--- src/rtl/sdreg_arb.sv ---
`default_nettype none
// ============================================================================
//  Module      : sdreg_arb
//  Description : Single shared register written by NPORTS requesters through
//                a round-robin arbiter. Byte-enabled, RW-masked writes, a
//                one-cycle ack pulse per grant, a combinational busy flag
//                and a saturating collision counter.
//  Revision    : 1.0 - initial release
// ============================================================================
module sdreg_arb #(
    parameter int               WIDTH   = 16,
    parameter int               NPORTS  = 3,
    parameter logic [WIDTH-1:0] RW_MASK = 16'h7FFF,
    parameter logic [WIDTH-1:0] RST_VAL = '0
) (
    input  logic                          clk,
    input  logic                          rst,
    input  logic [NPORTS-1:0]             wr_req,
    input  logic [NPORTS*WIDTH-1:0]       wr_data,
    input  logic [NPORTS*(WIDTH/8)-1:0]   wr_be,
    output logic [NPORTS-1:0]             wr_ack,
    output logic [WIDTH-1:0]              data_out,
    output logic                          busy,
    output logic [7:0]                    coll_cnt
);

    localparam int                 c_NBYTES = WIDTH / 8;
    localparam int                 c_PTR_W  = (NPORTS > 1) ? $clog2(NPORTS) : 1;
    localparam logic [c_PTR_W:0]   c_NP     = (c_PTR_W + 1)'(NPORTS);

    logic [c_PTR_W-1:0]  r_rr_ptr_q, w_rr_ptr_d;
    logic [WIDTH-1:0]    r_data_q,   w_data_d;
    logic [NPORTS-1:0]   r_ack_q,    w_ack_d;
    logic [7:0]          r_coll_q,   w_coll_d;

    logic [NPORTS-1:0]   w_elig;
    logic [3:0]          w_elig_cnt;
    logic                w_grant_vld;
    logic [c_PTR_W-1:0]  w_grant_idx;
    logic [c_PTR_W:0]    w_scan;
    logic [c_PTR_W:0]    w_ptr_inc;
    logic [c_NBYTES-1:0] w_be_sel;
    logic [WIDTH-1:0]    w_wdata_sel;
    logic [WIDTH-1:0]    w_mask;

    // Eligibility excludes ports being acked now, so a held request cannot
    // be granted twice for one transaction; busy flags two or more contenders.
    always_comb begin
        w_elig     = wr_req & ~r_ack_q;
        w_elig_cnt = '0;
        for (int p = 0; p < NPORTS; p++) begin
            w_elig_cnt = w_elig_cnt + {3'b000, w_elig[p]};
        end
        busy = (w_elig_cnt >= 4'd2);
    end

    // Round-robin search: first eligible port at or above rr_ptr, wrapping.
    always_comb begin
        w_grant_vld = 1'b0;
        w_grant_idx = '0;
        w_scan      = '0;
        for (int k = 0; k < NPORTS; k++) begin
            w_scan = {1'b0, r_rr_ptr_q} + (c_PTR_W + 1)'(k);
            if (w_scan >= c_NP) begin
                w_scan = w_scan - c_NP;
            end
            if (!w_grant_vld && w_elig[w_scan[c_PTR_W-1:0]]) begin
                w_grant_vld = 1'b1;
                w_grant_idx = w_scan[c_PTR_W-1:0];
            end
        end
    end

    // Select the granted port's data/byte enables and build the write mask.
    always_comb begin
        w_be_sel    = '0;
        w_wdata_sel = '0;
        for (int p = 0; p < NPORTS; p++) begin
            if (w_grant_idx == c_PTR_W'(p)) begin
                w_be_sel    = wr_be[p*c_NBYTES +: c_NBYTES];
                w_wdata_sel = wr_data[p*WIDTH +: WIDTH];
            end
        end
        w_mask = '0;
        for (int b = 0; b < c_NBYTES; b++) begin
            w_mask[b*8 +: 8] = {8{w_be_sel[b]}};
        end
        w_mask = w_mask & RW_MASK;
    end

    // Next-state: masked write, one-hot ack, pointer advance, collision count.
    always_comb begin
        w_data_d   = r_data_q;
        w_ack_d    = '0;
        w_rr_ptr_d = r_rr_ptr_q;
        w_ptr_inc  = {1'b0, w_grant_idx} + (c_PTR_W + 1)'(1);
        if (w_grant_vld) begin
            w_data_d = (r_data_q & ~w_mask) | (w_wdata_sel & w_mask);
            for (int p = 0; p < NPORTS; p++) begin
                w_ack_d[p] = (w_grant_idx == c_PTR_W'(p));
            end
            w_rr_ptr_d = (w_ptr_inc == c_NP) ? '0 : w_ptr_inc[c_PTR_W-1:0];
        end
        w_coll_d = r_coll_q;
        if (busy && (r_coll_q != 8'hFF)) begin
            w_coll_d = r_coll_q + 8'd1;
        end
    end

    // State registers; reset overrides any grant in the same cycle.
    always_ff @(posedge clk) begin
        if (rst) begin
            r_data_q   <= RST_VAL;
            r_ack_q    <= '0;
            r_rr_ptr_q <= '0;
            r_coll_q   <= '0;
        end else begin
            r_data_q   <= w_data_d;
            r_ack_q    <= w_ack_d;
            r_rr_ptr_q <= w_rr_ptr_d;
            r_coll_q   <= w_coll_d;
        end
    end

    assign wr_ack   = r_ack_q;
    assign data_out = r_data_q;
    assign coll_cnt = r_coll_q;

endmodule
`default_nettype wire
--- config.mk ---
export PLATFORM = sky130hd
export DESIGN_NAME = sdreg_arb
export DESIGN_NICKNAME = d
export VERILOG_FILES = /design/src/rtl/sdreg_arb.sv
export SDC_FILE = /design/constraint.sdc
export NUM_CORES = 1
export LEC_CHECK = 0
export ABC_AREA = 1
export BUFFER_PORTS_ARGS = -buffer_cell sky130_fd_sc_hd__buf_2
export CAP_MARGIN = 20
export CORE_MARGIN = 1.5
export CORE_UTILIZATION = 40
export CTS_CLUSTER_DIAMETER = 60
export DETAILED_ROUTE_END_ITERATION = 6
export PLACE_DENSITY = 0.75
export SYNTH_ARGS = -nofsm -noshare
export SYNTH_HDL_FRONTEND = slang
export SYNTH_SLANG_ARGS = --single-unit
export TNS_END_PERCENT = 30
--- constraint.sdc ---
create_clock -name clk -period 3.4 [get_ports clk]
set_clock_uncertainty 0.15 [all_clocks]
set_input_delay 0 -clock clk [delete_from_list [all_inputs] [get_ports clk]]
set_output_delay 0 -clock clk [all_outputs]
set_load 0.01 [all_outputs]
==> impl_metrics.tcl <==
set metrics [dict create \
    gpl.final_weighted_congestion 0.807 \
    route.final.wire_length_um 5060 \
    critPathLaunchType "register" \
    rsz_0062_raised_after_global_routing "no" \
    syn-mean-instance-area_um2 6.29 \
    grt.overflow.total 0 \
    drt_iter0_markers 101 \
    ctsHtreeMaxLevel 1 \
    cts.hold.buffers_added 22 \
    routed_via_density 4.78 \
    cts_tree "done" \
    p_per_area_nw_per_um2 1010 \
    die_height_um 70.6 \
    synthTopCellsByArea "sky130_fd_sc_hd__dfxtp_1, sky130_fd_sc_hd__nand2_1, sky130_fd_sc_hd__nand3_1, sky130_fd_sc_hd__nor2_1, sky130_fd_sc_hd__inv_1" \
    firstDrtPassIters 5 \
    gr-usage-met2_pct 37.3 \
    antenna-diode-count 0 \
    slew_violations 0 \
    synthDistinctLibCells 29 \
    cts_root_buffer "sky130_fd_sc_hd__clkbuf_8" \
    path_clk_slew_ns 0.10 \
    first_global_vias 1952 \
    cts_inserted_buffers 3 \
    cap_violations 0 \
    synthDominantCellAreaShare_pct 30.6 \
    initial_core_util_pct 41.7 \
    postSynthRegisterBits 28 \
    synth_fa_ha_area_share_pct 2.74 \
    dr_total_vias 2128 \
    grt_start_max_net_pins 23 \
    die-width_um 70.6 \
    half_perimeter_wire_length_after_placement_um 3630 \
    worstPathMaxFanout 19 \
    cts_max_path_buffers 2 \
    drt_drc_violations_left 0 \
    finalSetupTns_ns 0 \
    cts_resized 0 \
    vdd.ir_drop.worst_mv 0.538 \
    numPlacedInstances 419 \
    worst-r2r-cell-count 14 \
    grt.total_usage_pct 21.1 \
    fmaxAchievable_mhz 330 \
    final_layout_size_suffix_gt1_share_pct 28.5 \
    timing.hold.worst.class "in -> reg" \
    setup-violations-final 0 \
    use_met1_pct 27.5 \
    final_nets 457 \
    area_growth_syn_to_layout_pct 39.1 \
    sequential_element_share_of_the_synthesized_area_pct 30.6 \
    required_ns 3.47 \
    number_of_antenna_violations_at_the_first_check_in_global_routing 0 \
    placement.io_buffers 82 \
    timing.max_slew.rel_slack_pct 57.1 \
    num_io_pins 87 \
    rows 24 \
    min_period_ns 3.03 \
    layoutNonFillerInstCount 445 \
    synth_area_um2 1830 \
    outcome "finished clean" \
    global_route_wire_length_before_repair_um 8740 \
    leakagePower_uw 0.00137 \
    cts.repair_timing.setup_buffer_count 0 \
    cp_data_arrival_time_ns 3.10 \
    synth-compound-area-share_pct 7.93 \
    finalHoldWorstSlack_ns 0.0144 \
    synth-xor-area-share_pct 0 \
    critical_path_class "reg -> reg" \
    post-route-period-util_pct 89.2 \
    detail_route.wl_per_cell_um 11.4 \
    final_antenna_net_count 0 \
    numClockSinks 28 \
    n_fill_cell 425 \
    synth.mux.area_fraction_pct 0 \
    synth_simple_gate_area_share_pct 48.9 \
    grt_busiest_layer "met2" \
    hold_depth 6 \
    floorplan.die_area_um2 4990 \
    yosysTopAreaCell "sky130_fd_sc_hd__dfxtp_1" \
    groute.layer.met3.usage_pct 1.99 \
    worst_skew_pair.late_latency_ns 0.27 \
    syn-instance-count 291 \
    timing_worst_slew_pin_value_ns 0.643 \
    setup.worst_path.end_class "register" \
    mappedNetlistNets 354 \
    core_um2 4380 \
    final_hold_violation_count 0 \
    synth.yosys.warnings 0 \
    combinational_family_with_the_most_area_after_synthesis "simple AND/OR/NAND/NOR gates" \
]
[final cells by class]
| class | count | area (um2) | share of cell area (%) |
|---|---|---|---|
| multi-input combinational | 220 | 1090 | 43.0 |
| timing repair buffer | 104 | 631 | 24.8 |
| sequential | 28 | 561 | 22.0 |
| inverter | 37 | 139 | 5.46 |
| tap | 52 | 65.1 | 2.56 |
| clock buffer | 4 | 55.1 | 2.16 |
[worst paths after layout]
check                                  start       end  slack [ns]
setup / recovery  r_rr_ptr_q[0]$_SDFFE_PP0N_  register        0.37
setup reg to reg  r_rr_ptr_q[0]$_SDFFE_PP0N_  register        0.37
hold reg to reg                     register  register        0.33
hold / removal                   wr_data[36]  register        0.01
[placed cells by master (no fill, tap or decap)]
| cell type | instances |
|---|---|
| sky130_fd_sc_hd__nand2_1 | 89 |
| sky130_fd_sc_hd__buf_2 | 82 |
| sky130_fd_sc_hd__nor2_1 | 36 |
| sky130_fd_sc_hd__nand3_1 | 34 |
| sky130_fd_sc_hd__inv_1 | 31 |
| sky130_fd_sc_hd__dfxtp_1 | 28 |
| sky130_fd_sc_hd__dlygate4sd3_1 | 22 |
| sky130_fd_sc_hd__a21oi_1 | 13 |
| sky130_fd_sc_hd__nand2_4 | 8 |
| sky130_fd_sc_hd__inv_2 | 6 |
| sky130_fd_sc_hd__o21ai_0 | 6 |
| sky130_fd_sc_hd__nand3_2 | 4 |
| sky130_fd_sc_hd__nand4_1 | 4 |
| sky130_fd_sc_hd__or2_0 | 4 |
| sky130_fd_sc_hd__ha_1 | 4 |
| sky130_fd_sc_hd__clkbuf_8 | 4 |
| sky130_fd_sc_hd__nor2_2 | 3 |
| sky130_fd_sc_hd__nor3_1 | 3 |
| sky130_fd_sc_hd__nor2_4 | 2 |
| sky130_fd_sc_hd__o22ai_1 | 2 |
| sky130_fd_sc_hd__a21boi_1 | 1 |
| sky130_fd_sc_hd__o21ai_1 | 1 |
| sky130_fd_sc_hd__nand4_2 | 1 |
| sky130_fd_sc_hd__a21oi_2 | 1 |
| sky130_fd_sc_hd__a221oi_1 | 1 |
| sky130_fd_sc_hd__o21a_1 | 1 |
| sky130_fd_sc_hd__or2_2 | 1 |
| sky130_fd_sc_hd__conb_1 | 1 |
[cell families after synthesis]
group | after synthesis
simple gates | 189
other cells | 1
fa+ha+maj | 4
buf+inv | 43
compound gates | 26
flops | 28
[critical path, cell delays in order (launching register included)]
cell and delay [ns]:
sky130_fd_sc_hd__dfxtp_1 0.34, sky130_fd_sc_hd__inv_1 0.07, sky130_fd_sc_hd__ha_1 0.38, sky130_fd_sc_hd__inv_2 0.11
sky130_fd_sc_hd__nand3_1 0.07, sky130_fd_sc_hd__nand2_1 0.10, sky130_fd_sc_hd__nand3_1 0.16, sky130_fd_sc_hd__nand4_2 0.25
sky130_fd_sc_hd__nand2_4 0.20, sky130_fd_sc_hd__nor2_4 0.27, sky130_fd_sc_hd__a21oi_1 0.11, sky130_fd_sc_hd__dlygate4sd3_1 0.56
sky130_fd_sc_hd__nand3_1 0.07, sky130_fd_sc_hd__nand2_1 0.05, sky130_fd_sc_hd__nor2_1 0.09
[cells in the mapped netlist (all sizes together)]
| cell type | number |
|---|---|
| o22ai | 2 |
| nand2 | 97 |
| o21ai | 7 |
| a21boi | 1 |
| dfxtp | 28 |
| nand3 | 38 |
| or2 | 5 |
| nand4 | 5 |
| o21a | 1 |
| inv | 37 |
| nor3 | 3 |
| ha | 4 |
| a21oi | 14 |
| conb | 1 |
| a221oi | 1 |
| clkbuf | 2 |
| nor2 | 41 |
| buf | 4 |
[stage by stage]
stage	setup slack, ns	utilization [%]	area (um2)	power (uW)
6_report	0.368	58.0	2540	2560
5_1_grt	0.0594	58.0	2540	2870
4_1_cts	0.369	58.0	2540	2560
3_5_place_dp	0.683	51.7	2270	2160
3_3_place_gp	0.756	51.7	2270	2130
2_1_floorplan	1.20	-	1830	1840
[per-layer routing]
metal	wire (um)	vias up
met1	2180	937
met3	212	8
li1	-	1124
met2	2590	59
met4	85	0
met5	0	-
[where the power goes]
part           internal (uW)  switching [uW]
combinational            735            1140
clock                    104             103
sequential               429            43.1
total                   1270            1290
(Power assumes the default switching activity.)
